## src/rtl/mul_div_unit.sv

```systemverilog
// Iterative unsigned multiply/divide unit: shift-add MULTU and restoring DIVU.
// Results land in HI/LO on the edge that enters FIN and hold until the next completion.
module mul_div_unit #(
  parameter int WIDTH = 32
) (
  input  logic             clk,
  input  logic             reset,
  input  logic             start,
  input  logic             op,
  input  logic [WIDTH-1:0] A,
  input  logic [WIDTH-1:0] B,
  output logic             busy,
  output logic             done,
  output logic             div_by_zero,
  output logic [WIDTH-1:0] HI,
  output logic [WIDTH-1:0] LO
);

  localparam int CW = $clog2(WIDTH) + 1;
  localparam logic [CW-1:0] LAST = CW'(WIDTH - 1);

  typedef enum logic [1:0] {
    IDLE = 2'd0,
    MUL  = 2'd1,
    DIV  = 2'd2,
    FIN  = 2'd3
  } state_t;

  state_t               state_r, state_nx;
  logic                 accept;
  logic                 last_iter;
  logic [CW-1:0]        cnt_r;
  logic [WIDTH-1:0]     opnd_r;
  logic [2*WIDTH-1:0]   acc_r;
  logic [2*WIDTH-1:0]   mul_acc;
  logic [2*WIDTH-1:0]   div_acc;
  logic [WIDTH:0]       mul_sum;
  logic [WIDTH:0]       div_rem;
  logic [WIDTH-1:0]     div_diff;
  logic                 div_ge;
  logic                 busy_r, done_r, dbz_r;
  logic [WIDTH-1:0]     hi_r, lo_r;

  assign busy        = busy_r;
  assign done        = done_r;
  assign div_by_zero = dbz_r;
  assign HI          = hi_r;
  assign LO          = lo_r;

  // One iteration of each algorithm; the shifted remainder keeps its carry bit (W+1 wide).
  always_comb begin
    mul_sum  = {1'b0, acc_r[2*WIDTH-1:WIDTH]} + {1'b0, opnd_r};
    if (acc_r[0]) begin
      mul_acc = {mul_sum, acc_r[WIDTH-1:1]};
    end else begin
      mul_acc = {1'b0, acc_r[2*WIDTH-1:1]};
    end
    div_rem  = acc_r[2*WIDTH-1:WIDTH-1];
    div_ge   = (div_rem >= {1'b0, opnd_r});
    div_diff = div_rem[WIDTH-1:0] - opnd_r;
    if (div_ge) begin
      div_acc = {div_diff, acc_r[WIDTH-2:0], 1'b1};
    end else begin
      div_acc = {acc_r[2*WIDTH-2:0], 1'b0};
    end
  end

  // Next-state logic and accept decode.
  always_comb begin
    state_nx  = state_r;
    accept    = 1'b0;
    last_iter = (cnt_r == LAST);
    case (state_r)
      IDLE, FIN: begin
        if (start) begin
          accept = 1'b1;
          if (!op) begin
            state_nx = MUL;
          end else if (B == {WIDTH{1'b0}}) begin
            state_nx = FIN;
          end else begin
            state_nx = DIV;
          end
        end else begin
          state_nx = IDLE;
        end
      end
      MUL: begin
        if (last_iter) begin
          state_nx = FIN;
        end else begin
          state_nx = MUL;
        end
      end
      DIV: begin
        if (last_iter) begin
          state_nx = FIN;
        end else begin
          state_nx = DIV;
        end
      end
      default: state_nx = IDLE;
    endcase
  end

  // State, datapath and result registers; reset abandons any operation in flight.
  always_ff @(posedge clk) begin
    if (reset) begin
      state_r <= IDLE;
      busy_r  <= 1'b0;
      done_r  <= 1'b0;
      dbz_r   <= 1'b0;
      cnt_r   <= {CW{1'b0}};
      opnd_r  <= {WIDTH{1'b0}};
      acc_r   <= {(2*WIDTH){1'b0}};
      hi_r    <= {WIDTH{1'b0}};
      lo_r    <= {WIDTH{1'b0}};
    end else begin
      state_r <= state_nx;
      busy_r  <= (state_nx == MUL) || (state_nx == DIV);
      done_r  <= (state_nx == FIN);
      case (state_r)
        IDLE, FIN: begin
          if (accept) begin
            cnt_r  <= {CW{1'b0}};
            dbz_r  <= op && (B == {WIDTH{1'b0}});
            opnd_r <= op ? B : A;
            acc_r  <= {{WIDTH{1'b0}}, (op ? A : B)};
            if (op && (B == {WIDTH{1'b0}})) begin
              hi_r <= A;
              lo_r <= {WIDTH{1'b1}};
            end
          end
        end
        MUL: begin
          acc_r <= mul_acc;
          cnt_r <= cnt_r + {{(CW-1){1'b0}}, 1'b1};
          if (last_iter) begin
            hi_r <= mul_acc[2*WIDTH-1:WIDTH];
            lo_r <= mul_acc[WIDTH-1:0];
          end
        end
        DIV: begin
          acc_r <= div_acc;
          cnt_r <= cnt_r + {{(CW-1){1'b0}}, 1'b1};
          if (last_iter) begin
            hi_r <= div_acc[2*WIDTH-1:WIDTH];
            lo_r <= div_acc[WIDTH-1:0];
          end
        end
        default: begin
          cnt_r <= {CW{1'b0}};
        end
      endcase
    end
  end

endmodule

```

## config.mk

```make
export PLATFORM = sky130hd
export DESIGN_NAME = mul_div_unit
export DESIGN_NICKNAME = d
export VERILOG_FILES = /design/src/rtl/mul_div_unit.sv
export SDC_FILE = /design/constraint.sdc
export NUM_CORES = 1
export LEC_CHECK = 0
export CAP_MARGIN = 5
export CELL_PAD_IN_SITES_DETAIL_PLACEMENT = 0
export CELL_PAD_IN_SITES_GLOBAL_PLACEMENT = 1
export CORE_UTILIZATION = 38
export CTS_CLUSTER_DIAMETER = 40
export DETAILED_ROUTE_END_ITERATION = 12
export PLACE_DENSITY_LB_ADDON = 0.1
export SYNTH_ARGS = -nofsm -noshare
export SYNTH_HDL_FRONTEND = slang
export SYNTH_SLANG_ARGS = --single-unit
```

## constraint.sdc

```tcl
create_clock -name clk -period 3 [get_ports clk]
set_input_delay 0.9 -clock clk [delete_from_list [all_inputs] [get_ports clk]]
set_output_delay 0.9 -clock clk [all_outputs]
set_load 0.1 [all_outputs]
```

==> results.txt <==
After the last flow step, the layout net total stands at 2059. After detailed routing, the average wire length per cell comes to 21.6 um. The first global-routing pass estimated 74400 um of wire. Summed over all layers, the global routing overflow is 0. The sink count of the clock tree is 171. The area taken by multi-input logic gates came out at 0.00926 sq mm. The maximum clock rate is 319 MHz. After detailed routing, the met2 layer carries 22300 um of wire. The initial utilization of the core area, before any placement, comes to 38.8%.

The area occupied by registers came out at 0.00348 sq mm. The number of hold violations in the final report is 0. The critical path arrival came out at 3470 ps. In this run the core area contains 64 standard-cell rows. The number of buffers added by the clock tree synthesis step came out at 17. For this run, the number of standard cells in the final layout without fillers is 2330.

The fraction of synthesis flops using an asynchronous set or reset pin came out at 0%. The length of routed met3 wiring came out at 3380 um. The clock input transition at the sequential cells of the worst setup and hold paths came out at 80 ps. After synthesis the netlist holds a flip-flop and latch count of 171.

The period utilization came out at 104%. Sorting the synthesized cells by area gives the leading types as sky130_fd_sc_hd__dfxtp_1, sky130_fd_sc_hd__a21oi_1, sky130_fd_sc_hd__ha_1. The count of nets left with antenna violations once routing finished came out at 0.

The leakage power is 7.59 nW. The critical path launch point type is a flip-flop. The placeable core region is 0.0307 sq mm. The number of nets produced by synthesis is 1678. The floorplan die area came out at 0.0320 sq mm. Averaged over all synthesized cells, the footprint is 7.72 sq um. The number of distinct library cells after synthesis is 76.

The library cells used most frequently in the layout, excluding fill and tap cells, are sky130_fd_sc_hd__buf_4, sky130_fd_sc_hd__nor2_1, sky130_fd_sc_hd__a21oi_1. The relative slew slack came out at 24.3%. The final wirelength came out at 50400 um. The final worst clock skew is 17.8 ps. The transition time of the tightest slew-check pin is 1130 ps. The design draws 8.20 mW.

The sum of negative setup slack is -451 ps. The number of port buffers is 134. The number of ports placed on the die boundary is 135. The count of synthesis-stage warnings from yosys came out at 0.

The critical path is of the reg -> reg type. The number of design rule violations left after detail routing came out at 0. The post-placement cell count is 2256. The detailed-route via count is 13438. The cell type of the slowest stage on the worst timing path is sky130_fd_sc_hd__or4_4. The flow ran to the end, but the final reports show violations. The mapped netlist covers 0.0119 sq mm. The final critical path time including I/O delays and setup is 3130 ps. The setup violation total in the final timing report is 14. For the worst setup path, the data required time is 3340 ps.

The cell sitting at the root of the clock tree is a sky130_fd_sc_hd__clkbuf_16. The number of diodes added for antenna fixing is 0. The critical path goes through buf_6, ha_4, nand2_2, or4_4, a21oi_4, o31ai_4, o311a_4, buf_6, or4_4, nand3_4, nor3_4, a2111oi_2.

Broken down by cell family, the worst path's largest delay share belongs to simple AND/OR/NAND/NOR gates. The via count of the first global-routing pass came out at 12552. The vertical extent of the die came out at 179 um.

Entering global routing, the biggest net connects 122 pins. Setup repair after global routing could not meet its margin everywhere. The number of instances in the synthesized netlist is 1540. The checks that failed: negative setup slack. The max-capacitance violation count came out at 0. The fraction of layout instances using a drive strength above 1 came out at 37.9%. The final hold slack came out at 464 ps. The post-cts hold buffer count came out at 0. IR analysis of the VDD net gives a maximum drop of 348 uV.

The number of buffers and inverters on the critical path is 2. The number of DRC markers in iteration 0 is 908. The clock insertion delay at the later pin of the skew report is 440 ps.

The number of iterations in the first detailed-routing pass is 5. The share of synthesized area in the top cell type comes to 28.8%. The post-detailed-route via-to-cell ratio came out at 5.77. The wire length the detailed router placed on met1 is 24100 um.

The combined global-route utilization of all metal layers is 30.7%. Prior to clock tree synthesis, the placed netlist has a worst setup slack of -507 ps. The classification of the worst-slack hold path is reg -> reg. Counting the fill cells in the layout gives 2819. The final weighted congestion in routability-driven placement is 0.950. The number of pins with negative max-slew slack in the final report came out at 0. In the post-route analysis, the smallest setup slack over all paths is -132 ps. The number of synthesized flops with an enable pin is 0.

The clock tree from TritonCTS is done. The most common library cell in the layout ignoring fill and taps is sky130_fd_sc_hd__buf_4. The synthesis-to-layout area growth came out at 51.3%. Of all nets on the critical path, the largest fanout is 3.

Dividing total power by cell area gives a power density of 456 mW/mm^2. The predominant post-synthesis flop cell is sky130_fd_sc_hd__dfxtp_1. After detailed routing, no signal wire sits above met4. The number of H-tree branching levels came out at 4.

The highest cell delay on the worst timing path is 530 ps. The post-DP HPWL is 37400 um. Of all cell types, the one taking the most synthesized area is sky130_fd_sc_hd__dfxtp_1. The number of antenna violations at the first check in global routing is 0. STA classifies the critical path endpoint as a flip-flop. The clock tree buffer depth is 2. In this run the horizontal extent of the chip is 179 um.

The portion of the post-synthesis area used by sequential elements came out at 28.8%.
Yosys cell counts, types with 9 or more instances:
cell	number
sky130_fd_sc_hd__o21a_1	9
sky130_fd_sc_hd__and3_1	16
sky130_fd_sc_hd__a211oi_1	76
sky130_fd_sc_hd__o21bai_1	12
sky130_fd_sc_hd__ha_1	68
sky130_fd_sc_hd__xnor2_1	25
sky130_fd_sc_hd__a21oi_1	194
sky130_fd_sc_hd__nor3_1	19
sky130_fd_sc_hd__clkbuf_1	94
sky130_fd_sc_hd__a31oi_1	11
sky130_fd_sc_hd__a21o_1	32
sky130_fd_sc_hd__xor2_1	25
sky130_fd_sc_hd__dfxtp_1	171
sky130_fd_sc_hd__inv_1	48
sky130_fd_sc_hd__mux2_2	36
sky130_fd_sc_hd__nand2_1	106
sky130_fd_sc_hd__nor2_1	208
sky130_fd_sc_hd__nand3_1	33
sky130_fd_sc_hd__buf_1	14
sky130_fd_sc_hd__o31ai_1	10
sky130_fd_sc_hd__o21ai_1	25
sky130_fd_sc_hd__mux2i_1	53
sky130_fd_sc_hd__o221ai_1	9
sky130_fd_sc_hd__o21ai_0	46
sky130_fd_sc_hd__a221oi_1	35
sky130_fd_sc_hd__nand4_1	26
sky130_fd_sc_hd__nor4_1	16
registers in the layout, indices dropped and copies added (netlist names):
signal / flops
done: 1
LO: 32
opnd_r: 32
cnt_r: 6
HI: 32
div_by_zero: 1
state_r: 2
busy: 1
acc_r: 64
area by class of cell:
type                    count  share of cell area (%)
clock buffers              18                    2.44
clock inverters            14                   0.737
inverters                  49                    1.02
multi-input cells        1206                    51.5
flip-flops and latches    171                    19.3
well taps                 396                    2.75
repair buffers            476                    22.3
metal layers:
layer	vias up	global-route usage, %
met3	35	5.15
met4	0	6.21
met2	436	45.6
li1	6475	-
met1	6492	45.9
met5	-	0
report_power, final:
group	internal (mW)	switching (mW)
combinational	1.29	2.11
clock	1.12	1.07
sequential	2.46	0.147
total	4.87	3.33
path summary, 6_finish.rpt:
| kind | start | end | slack [ps] | cells after the start |
|---|---|---|---|---|
| worst min-delay path | HI[17]$_SDFFE_PP0P_ | HI[17]$_SDFFE_PP0P_ | 460 | 2 |
| worst max register to register | opnd_r[10]$_SDFFE_PP0P_ | acc_r[63]$_SDFFE_PP0N_ | -130 | 12 |
| worst min register to register | HI[17]$_SDFFE_PP0P_ | HI[17]$_SDFFE_PP0P_ | 460 | 2 |
| worst max-delay path | opnd_r[10]$_SDFFE_PP0P_ | acc_r[63]$_SDFFE_PP0N_ | -130 | 12 |
per-stage QoR:
stage	util, %	cell area (sq um)
finish	58.7	18000
global route	58.7	18000
CTS	55.4	17000
detailed placement	50.6	15500
global placement	50.6	15500
floorplan	-	11900
logic make-up after synthesis:
kind of cell,after synthesis,synth area share [%]
compound gates,528,29.0
simple gates,466,17.7
fa+ha+maj,70,7.49
flops,171,28.8
mux,92,8.16
buf+inv,163,5.23
xor+xnor,50,3.68
worst reg2reg max path: cells and delay by family (launching register included):
family / cells / cell delay [ps]
compound gates: 4 / 910
fa+ha+maj: 1 / 260
buf+inv: 2 / 250
flops: 1 / 350
simple gates: 5 / 1280
what timing repair did:
action / 4_1_cts / 5_1_grt
gates resized for setup: 134 / 186
pin swaps: 42 / 83
gates cloned: 1 / 1
setup buffers: 27 / 17
endpoints found under the hold margin: 0 / 0
setup endpoints to repair: 61 / 88
Power figures use the tool's default switching activity.
